### config.mk
export PLATFORM = sky130hd
export DESIGN_NAME = vga_color_driver
export DESIGN_NICKNAME = d
export VERILOG_FILES = /design/src/rtl/vga_pkg.sv /design/src/rtl/vga_timing.sv /design/src/rtl/vga_color_driver.sv
export SDC_FILE = /design/constraint.sdc
export NUM_CORES = 1
export LEC_CHECK = 0
export CAP_MARGIN = 20
export CORE_AREA = 5 5 75 94
export CTS_BUF_LIST = sky130_fd_sc_hd__clkbuf_4
export DETAILED_ROUTE_END_ITERATION = 8
export DIE_AREA = 0 0 80 99
export PLACE_DENSITY = 0.64
export SYNTH_ARGS = -nofsm -noshare
export SYNTH_HDL_FRONTEND = slang
export SYNTH_SLANG_ARGS = --single-unit
### constraint.sdc
create_clock -name clk -period 5.7 [get_ports clk]
set_input_delay 1.14 -clock clk [delete_from_list [all_inputs] [get_ports clk]]
set_output_delay 1.14 -clock clk [all_outputs]
set_load 0.01 [all_outputs]
### src/rtl/vga_pkg.sv
// Shared VGA timing defaults, palette table and color index names used by
// the color driver and its timing generator.
package vga_pkg;

    localparam int VGA_H_ACTIVE = 640;
    localparam int VGA_H_FP     = 16;
    localparam int VGA_H_SYNC   = 96;
    localparam int VGA_H_BP     = 48;
    localparam int VGA_V_ACTIVE = 480;
    localparam int VGA_V_FP     = 10;
    localparam int VGA_V_SYNC   = 2;
    localparam int VGA_V_BP     = 33;

    localparam int VGA_H_TOT = VGA_H_ACTIVE + VGA_H_FP + VGA_H_SYNC + VGA_H_BP;
    localparam int VGA_V_TOT = VGA_V_ACTIVE + VGA_V_FP + VGA_V_SYNC + VGA_V_BP;

    typedef logic [3:0]  color_idx_t;
    typedef logic [11:0] rgb12_t;

    localparam color_idx_t COLOR_BLACK   = 4'd0;
    localparam color_idx_t COLOR_WHITE   = 4'd1;
    localparam color_idx_t COLOR_RED     = 4'd2;
    localparam color_idx_t COLOR_GREEN   = 4'd3;
    localparam color_idx_t COLOR_BLUE    = 4'd4;
    localparam color_idx_t COLOR_YELLOW  = 4'd5;
    localparam color_idx_t COLOR_CYAN    = 4'd6;
    localparam color_idx_t COLOR_MAGENTA = 4'd7;
    localparam color_idx_t COLOR_GREY    = 4'd8;

    // Entry 0 sits in the least significant slot; codes 8..15 all map to grey.
    localparam logic [15:0][11:0] PALETTE = {
        12'h888, 12'h888, 12'h888, 12'h888,
        12'h888, 12'h888, 12'h888, 12'h888,
        12'hF0F, 12'h0FF, 12'hFF0, 12'h00F,
        12'h0F0, 12'hF00, 12'hFFF, 12'h000
    };

    function automatic rgb12_t palette_lookup(input color_idx_t idx);
        return PALETTE[idx];
    endfunction

endpackage

### src/rtl/vga_timing.sv
// Horizontal/vertical pixel counters with sync, active-video and frame-start
// decode; sync/de are registered one pixel behind the counters.
module vga_timing
    import vga_pkg::*;
#(
    parameter int H_ACTIVE = VGA_H_ACTIVE,
    parameter int H_FP     = VGA_H_FP,
    parameter int H_SYNC   = VGA_H_SYNC,
    parameter int H_BP     = VGA_H_BP,
    parameter int V_ACTIVE = VGA_V_ACTIVE,
    parameter int V_FP     = VGA_V_FP,
    parameter int V_SYNC   = VGA_V_SYNC,
    parameter int V_BP     = VGA_V_BP,
    parameter bit SYNC_POL = 1'b0,
    parameter int HW       = $clog2(H_ACTIVE + H_FP + H_SYNC + H_BP),
    parameter int VW       = $clog2(V_ACTIVE + V_FP + V_SYNC + V_BP)
) (
    input  logic          clk,
    input  logic          rst,
    input  logic          pix_ce,
    output logic [HW-1:0] h,
    output logic [VW-1:0] v,
    output logic          active,
    output logic          first_px,
    output logic          hsync,
    output logic          vsync,
    output logic          de,
    output logic          frame_start
);

    localparam int H_TOT = H_ACTIVE + H_FP + H_SYNC + H_BP;
    localparam int V_TOT = V_ACTIVE + V_FP + V_SYNC + V_BP;

    localparam logic [HW-1:0] H_LAST = HW'(H_TOT - 1);
    localparam logic [VW-1:0] V_LAST = VW'(V_TOT - 1);
    localparam logic [HW-1:0] H_ACT  = HW'(H_ACTIVE);
    localparam logic [VW-1:0] V_ACT  = VW'(V_ACTIVE);
    localparam logic [HW-1:0] HS_BEG = HW'(H_ACTIVE + H_FP);
    localparam logic [HW-1:0] HS_END = HW'(H_ACTIVE + H_FP + H_SYNC);
    localparam logic [VW-1:0] VS_BEG = VW'(V_ACTIVE + V_FP);
    localparam logic [VW-1:0] VS_END = VW'(V_ACTIVE + V_FP + V_SYNC);

    logic h_last;
    logic v_last;
    logic hs_on;
    logic vs_on;

    always_comb begin
        h_last   = (h == H_LAST);
        v_last   = (v == V_LAST);
        active   = (h < H_ACT) && (v < V_ACT);
        first_px = (h == '0) && (v == '0);
        hs_on    = (h >= HS_BEG) && (h < HS_END);
        vs_on    = (v >= VS_BEG) && (v < VS_END);
    end

    always_ff @(posedge clk or posedge rst) begin
        if (rst) begin
            h           <= '0;
            v           <= '0;
            hsync       <= ~SYNC_POL;
            vsync       <= ~SYNC_POL;
            de          <= 1'b0;
            frame_start <= 1'b0;
        end else begin
            // Pulses on the strobe that wraps the last pixel back to (0,0).
            frame_start <= pix_ce && h_last && v_last;
            if (pix_ce) begin
                hsync <= hs_on ? SYNC_POL : ~SYNC_POL;
                vsync <= vs_on ? SYNC_POL : ~SYNC_POL;
                de    <= active;
                if (h_last) begin
                    h <= '0;
                    v <= v_last ? '0 : v + 1'b1;
                end else begin
                    h <= h + 1'b1;
                end
            end
        end
    end

endmodule

### src/rtl/vga_color_driver.sv
// 640x480 VGA output stage: latches the color code once per frame, draws an
// optional white border and drives registered palette RGB alongside sync/de.
module vga_color_driver
    import vga_pkg::*;
#(
    parameter int H_ACTIVE = VGA_H_ACTIVE,
    parameter int H_FP     = VGA_H_FP,
    parameter int H_SYNC   = VGA_H_SYNC,
    parameter int H_BP     = VGA_H_BP,
    parameter int V_ACTIVE = VGA_V_ACTIVE,
    parameter int V_FP     = VGA_V_FP,
    parameter int V_SYNC   = VGA_V_SYNC,
    parameter int V_BP     = VGA_V_BP,
    parameter bit SYNC_POL = 1'b0,
    parameter int BORDER   = 8
) (
    input  logic        clk,
    input  logic        rst,
    input  logic        pix_ce,
    input  logic [3:0]  color,
    output logic [11:0] rgb,
    output logic        hsync,
    output logic        vsync,
    output logic        de,
    output logic        frame_start
);

    localparam int HW = $clog2(H_ACTIVE + H_FP + H_SYNC + H_BP);
    localparam int VW = $clog2(V_ACTIVE + V_FP + V_SYNC + V_BP);

    logic [HW-1:0] h;
    logic [VW-1:0] v;
    logic          active;
    logic          first_px;
    logic          on_border;
    color_idx_t    color_q;
    color_idx_t    color_cur;
    color_idx_t    idx;

    vga_timing #(
        .H_ACTIVE (H_ACTIVE),
        .H_FP     (H_FP),
        .H_SYNC   (H_SYNC),
        .H_BP     (H_BP),
        .V_ACTIVE (V_ACTIVE),
        .V_FP     (V_FP),
        .V_SYNC   (V_SYNC),
        .V_BP     (V_BP),
        .SYNC_POL (SYNC_POL),
        .HW       (HW),
        .VW       (VW)
    ) u_timing (
        .clk         (clk),
        .rst         (rst),
        .pix_ce      (pix_ce),
        .h           (h),
        .v           (v),
        .active      (active),
        .first_px    (first_px),
        .hsync       (hsync),
        .vsync       (vsync),
        .de          (de),
        .frame_start (frame_start)
    );

    if (BORDER > 0) begin : g_border
        assign on_border = (h <  HW'(BORDER))            ||
                           (h >= HW'(H_ACTIVE - BORDER)) ||
                           (v <  VW'(BORDER))            ||
                           (v >= VW'(V_ACTIVE - BORDER));
    end else begin : g_no_border
        assign on_border = 1'b0;
    end

    // Pixel (0,0) is drawn on the same edge that latches the code, so the
    // live input is forwarded straight into the lookup there.
    always_comb begin
        color_cur = first_px ? color : color_q;
        idx       = on_border ? COLOR_WHITE : color_cur;
    end

    always_ff @(posedge clk or posedge rst) begin
        if (rst) begin
            color_q <= COLOR_BLACK;
            rgb     <= 12'h000;
        end else if (pix_ce) begin
            if (first_px)
                color_q <= color;
            rgb <= active ? palette_lookup(idx) : 12'h000;
        end
    end

endmodule
==> results of run 1 <==
[cell usage after synthesis (all sizes together) (4+ instances only)]
cell type,number
and4,4
mux2i,4
nand2,12
ha,6
nor2,20
xor2,8
dfrtp,32
inv,16
mux2,4
nor3,6
nand4,12
and3,5
xnor2,9
o21ai,4
nand3,5
buf,14
[routing by layer]
metal,up-vias,wire (µm)
met1,762,1970
met3,9,181
li1,761,-
met2,29,2020
met5,-,0
met4,0,126
[power breakdown]
part	leakage (nW)	internal, mW	switching (mW)
registers	0.428	0.281	0.0494
clock network	0.0554	0.137	0.0919
logic	0.550	0.0906	0.107
[state kept, by name, summed over array words and instances (netlist names)]
signal / flops
color_q: 4
rgb: 6
u_timing.de: 1
u_timing.frame_start: 1
u_timing.h: 10
u_timing.hsync: 1
u_timing.v: 10
u_timing.vsync: 1
[cells by family after synthesis]
group | share of synthesized area [%]
buffers and inverters | 8.52
muxes | 4.17
and+or+nand+nor | 25.4
xor gates and xnor gates | 7.29
AOI/OAI and AO/OA | 9.19
DFF | 41.8
adders and majority gates | 3.68
[final timing paths]
path | endpoint | slack, ns | cells past startpoint
setup / recovery | u_timing.v[9]$_DFFE_PP0P_ | 2.47 | 6
hold / removal | color_q[1]$_DFFE_PP0P_ | 0.52 | 1
setup reg to reg | rgb[6]$_DFFE_PP0P_ | 2.63 | 10
hold reg to reg | color_q[1]$_DFFE_PP0P_ | 0.52 | 1
max in group asynchronous | u_timing.hsync$_DFFE_PP1P_ | 4.20 | 3
min in group asynchronous | rgb[7]$_DFFE_PP0P_ | 1.17 | 3
[through the flow]
step           total power [mW]  area (µm²)  std cells  hold slack [ns]  utilization (%)
6_report                  0.757        2370        309            0.522             38.9
4_1_cts                   0.763        2370        309            0.527             38.9
2_1_floorplan             0.476        2040        210            0.479                -
3_5_place_dp              0.532        2260        301            0.496             37.2
3_3_place_gp              0.529        2260        301            0.493             37.2
5_1_grt                   0.801        2370        309            0.538             38.9
[placed cells by master, fill, tap and decap left out, types with 3 or more instances in the layout]
master	instances
and2_1	3
and3_1	4
and4_1	3
clkbuf_4	5
clkdlybuf4s50_1	22
dfrtp_1	32
ha_1	6
inv_1	16
mux2_2	4
mux2i_1	4
nand2_1	12
nand2b_1	3
nand3_1	5
nand4_1	12
nor2_1	20
nor2b_1	3
nor3_1	4
o21ai_0	4
o32ai_1	3
xnor2_1	9
xor2_1	8
[final cells by class]
type / instances / area, µm²
Clock buffer: 5 / 37.5
Clock inverter: 3 / 68.8
Fill cell: 628 / 3720
Inverter: 16 / 60.1
Multi-Input combinational cell: 143 / 1010
Sequential cell: 34 / 853
Tap cell: 85 / 106
Timing Repair Buffer: 23 / 228
==> metrics, run 1 <==
status finished clean; fin worst setup slack roughly 2.5 ns; top cells by area, synth dfrtp_1 (39%), xnor2_1 (3.9%), ha_1 (3.7%); Chip Height 99 µm; Max Slew Vio Count 0; H-Tree Depth 2; Clk pin slew, worst setup/hold paths ~0.12 ns; clock tree buffer depth 2; Post-CTS Setup Bufs 0; Place WS roughly 2.1 ns; Row Count 32; vias in the first global route around 1500; MaxCap Viol Count 0; Detail Route Antenna Nets 0; Worst setup SP type primary input; Avg WL per Cell ~14 µm; GR Util met2 between 10% and 20%; Hold-fix buffers, CTS 0; final hold viol count 0; Power Dens Cells approximately 320 nW/µm²; GR Util All Layers 11.6%; beginning of the critical path pix_ce; synthesized area per cell about 9.7 µm²; CP delay by family, top simple AND/OR/NAND/NOR gates; Area Overhead vs Synth 16.0%; headroom to the max-slew limit a little under three fifths; drt first-iter violations 55; post-synthesis sequential area ratio between 40% and 50%; unrepaired setup endpoints after global routing no; post-DP HPWL slightly above 3000 µm; Vias/cell about 5.1; initial core utilization around a third; IO Port Bufs 22; Buf/Inv on CP 1; CP Class primary input to register; most used routing layer met2; post-synth top area cell dfrtp_1; setup_tns 0 ns; CP cell instances clkdlybuf4s50_1 -> and3_1 -> and4_1 -> and4_1 -> nand2b_1 -> mux2i_1; Synth Instances 210; max incr delay on CP 0.88 ns; CTS buffer count 5; Primary FF master, synth dfrtp_1; I/O Pins 23; syn nets between 200 and 250; initial antenna violation count 0; #FFs+latches synth 34; nets between 200 and 250; Lkg Pwr around 1.0 nW; worst min-delay path startpoint color_q[1]$_DFFE_PP0P_; Final Skew 0.0147 ns; # diodes 0; met3 Use GR under 10%; root buffer cell clkbuf_4; actual slew at the worst max-slew pin roughly 0.64 ns; GP Congestion between 0.8 and 0.9; largest net degree at the start of global routing 35; Tcrit/Tclk final between 50% and 60%; worst min path class register to register; die area about 7900 µm²; arrival time worst endpoint roughly 3.5 ns; reg2reg start u_timing.h[5]$_DFFE_PP0P_; clock sinks 34; clk_lat worst skew 0.35 ns; CTS tree done; die width roughly 80 µm; min Tclk post-route roughly 3.2 ns; GRT Residual Overflow 0; number of synthesized flops with an enable pin 0; drt drc 0; core area about 6100 µm²; yosys warns 0; via count approximately 1600; post-synthesis cell area roughly 2000 µm²; critical path's slowest cell clkdlybuf4s50_1; First-pass DRT Iterations 4; crit-path most repeated cell and4_1; FFs w/ async S/R, synth 100%; final wirelength 4290 µm; M1 GR Usage 14.2%; first-pass GRT wire length ~7300 µm; final setup violation count 0; Worst Path Required 5.93 ns; Peak Freq about 310 MHz; layout cell share with drive strength beyond 1 between 10% and 20%; Critical Path End Type register; crit path max fanout 19; Synth top area share 39.2%; post-cts gate resize count 0; Distinct cells, synth 52; VDD IR max 0.000119 V
Note: power is estimated with default switching activity, not from simulation.
==> run 2: changes to the inputs <==
==> constraint.sdc (replaced) <==
create_clock -name clk -period 3.2 [get_ports clk]
set_input_delay 0.64 -clock clk [delete_from_list [all_inputs] [get_ports clk]]
set_output_delay 0.64 -clock clk [all_outputs]
set_load 0.01 [all_outputs]
==> metrics, run 2 (synthesis gave the netlist of run 1 again) <==
Peak Freq between 300 and 400 MHz; largest net degree at the start of global routing 19 (was 35); First-pass DRT Iterations 5 (was 4); final setup violation count 0 (unchanged); Area Overhead vs Synth 15.9% (was 16.0%); Lkg Pwr 1.04 nW (was 1.03 nW); GP Congestion 0.885 (was 0.897); CP Class register to register (was primary input to register); nets 242 (was 236); arrival time worst endpoint 3.16 ns (was 3.46 ns); Worst setup SP type register (was primary input); drt first-iter violations 81 (was 55); clock tree buffer depth 2 (unchanged); Place WS 0.242 ns (was 2.09 ns); Critical Path End Type register (unchanged); GRT Residual Overflow 0 (unchanged); WHS Endpoint u_timing.vsync$_DFFE_PP1P_ (was color_q[1]$_DFFE_PP0P_); multi-input logic area 1020 µm² (was 1010 µm²); clock sinks 34 (unchanged); reg-to-reg endpoint rgb[6]$_DFFE_PP0P_ (unchanged); layout cell share with drive strength beyond 1 13.5% (was 10.7%); Detail Route Antenna Nets 0 (unchanged); actual slew at the worst max-slew pin 0.431 ns (was 0.644 ns); CP delay by family, top simple AND/OR/NAND/NOR gates (unchanged); via count 1615 (was 1561); Tcrit/Tclk final roughly nine tenths; Vias/cell 5.13 (was 5.05); fillers 639 (was 628); Avg WL per Cell 13.9 µm (about the same); # diodes 0 (unchanged); CTS buffer count 5 (unchanged); VDD IR max 0.000187 V (was 0.000119 V); most frequent cells in the layout dfrtp_1 (31), clkdlybuf4s50_1 (22), nor2_1 (20) (was dfrtp_1 (32), clkdlybuf4s50_1 (22), nor2_1 (20)); status finished clean (unchanged); final hold viol count 0 (unchanged); Clk pin slew, worst setup/hold paths 0.11 ns (was 0.12 ns); max incr delay on CP 0.47 ns (was 0.88 ns); R2R Setup Slk 0.27 ns (was 2.63 ns); initial core utilization 33.6% (unchanged); final wirelength 4360 µm (was 4290 µm); final instance area 2370 µm² (about the same); largest registers u_timing.h x10, u_timing.v x10, rgb x6 (unchanged); Worst Path Required 3.43 ns (was 5.93 ns); crit path max fanout 8 (was 19); post-route total power 1.19 mW (was 757 µW); min Tclk post-route roughly 2.9 ns; unrepaired setup endpoints after global routing no (unchanged); CTS tree done (unchanged); critical path's slowest cell dfrtp_1 (was clkdlybuf4s50_1); clk_lat worst skew 0.34 ns (was 0.35 ns); leading cell type in the layout, fill and taps excluded dfrtp_1 (unchanged); initial antenna violation count 0 (unchanged); core area 6090 µm² (unchanged); first-pass GRT wire length 7690 µm (was 7270 µm); Chip Height 99 µm (unchanged); vias in the first global route 1611 (was 1522); die width 80 µm (unchanged); die area 7920 µm² (unchanged); Buf/Inv on CP 1 (unchanged); Power Dens Cells 501 nW/µm² (was 320 nW/µm²); Worst Hold Depth 2 (was 1); fin worst setup slack 0.273 ns (was 2.47 ns); MaxCap Viol Count 0 (unchanged); Row Count 32 (unchanged); drt drc 0 (unchanged); Final Util 38.9% (about the same); root buffer cell clkbuf_4 (unchanged); post-DP HPWL 3340 µm (was 3080 µm); GR Util All Layers 12.3% (was 11.6%); Final Skew 0.0155 ns (was 0.0147 ns); r2r worst-path depth 10 (unchanged); DP Area 2310 µm² (was 2260 µm²); worst min path class register to register (unchanged); reg2reg start u_timing.v[6]$_DFFE_PP0P_ (was u_timing.h[5]$_DFFE_PP0P_); CP cell instances and3_4 -> a221o_1 -> or3_4 -> or2_2 -> ha_1 -> inv_1 -> nand2_1 -> a211oi_1 -> nor3_1 -> o32ai_1 (was clkdlybuf4s50_1 -> and3_1 -> and4_1 -> and4_1 -> nand2b_1 -> mux2i_1); setup_tns 0 ns (unchanged); Max Slew Vio Count 0 (unchanged); headroom to the max-slew limit 71.3% (was 57.0%); H-Tree Depth 2 (unchanged); I/O Pins 23 (unchanged); cell count along the critical path 10 (was 6); Sequential Area 855 µm² (was 853 µm²); IO Port Bufs 22 (unchanged); worst min-delay path startpoint u_timing.vsync$_DFFE_PP1P_ (was color_q[1]$_DFFE_PP0P_)
-- run 2: cell count changes in the layout (fill, tap and decap cells not counted), sizes merged --
cell / before / now
clkinvlp: 0 / 1
buf: 1 / 7
clkinv: 1 / 2
bufinv: 2 / 0
-- run 2: through the flow --
stage               hold slack [ns]  std cells
floorplan                     0.479        210
global placement              0.477        307
detailed placement            0.483        307
CTS                           0.503        315
global route                  0.512        315
finish                        0.499        315
-- run 2: final cells by class --
type,count,area share (%)
repair buffers,29,11.5
multi-input cells,143,43.1
inverters,16,2.54
clock buffers,5,1.59
well taps,85,4.49
clock inverters,3,0.687
flip-flops and latches,34,36.1
-- run 2: what timing repair did --
| item | in CTS | in global routing |
|---|---|---|
| buffers inserted | 0 | 0 |
| resized for setup | 0 | 2 |
| hold buffers | 0 | 0 |
| setup endpoints to repair | 0 | 1 |
-- run 2: power breakdown --
| group | total [mW] | internal (mW) | switching [mW] | leakage [nW] |
|---|---|---|---|---|
| clock network | 0.227 | 0.0817 | 0.145 | 0.0286 |
| logic | 0.367 | 0.176 | 0.191 | 0.582 |
| registers | 0.592 | 0.502 | 0.0904 | 0.426 |
| total | 1.19 | 0.760 | 0.427 | 1.04 |
-- run 2: worst min-delay path, delay by kind of cell (launching register included) --
family             cells  cell delay, ns
DFF                    1            0.38
AOI/OAI and AO/OA      1            0.05
and+or+nand+nor        1            0.08
-- run 2: worst max-delay path by stage --
stage / startpoint / end / slack (ns)
global placement: u_timing.v[6]$_DFFE_PP0P_ / rgb[6]$_DFFE_PP0P_ / 0.33
detailed placement: u_timing.v[5]$_DFFE_PP0P_ / rgb[6]$_DFFE_PP0P_ / 0.24
CTS: u_timing.v[5]$_DFFE_PP0P_ / rgb[6]$_DFFE_PP0P_ / 0.20
global route: u_timing.v[6]$_DFFE_PP0P_ / rgb[6]$_DFFE_PP0P_ / 0.04
finish: u_timing.v[6]$_DFFE_PP0P_ / rgb[6]$_DFFE_PP0P_ / 0.27
floorplan: u_timing.v[6]$_DFFE_PP0P_ / rgb[6]$_DFFE_PP0P_ / 0.42
-- run 2: metal layers --
layer | GRT usage [%] | vias up | part of all wire (%)
li1 | - | 774 | -
met1 | 15.3 | 787 | 45
met2 | 20.0 | 45 | 49
met3 | 3.56 | 9 | 4.2
met4 | 4.94 | 0 | 2.1
met5 | 0 | - | 0
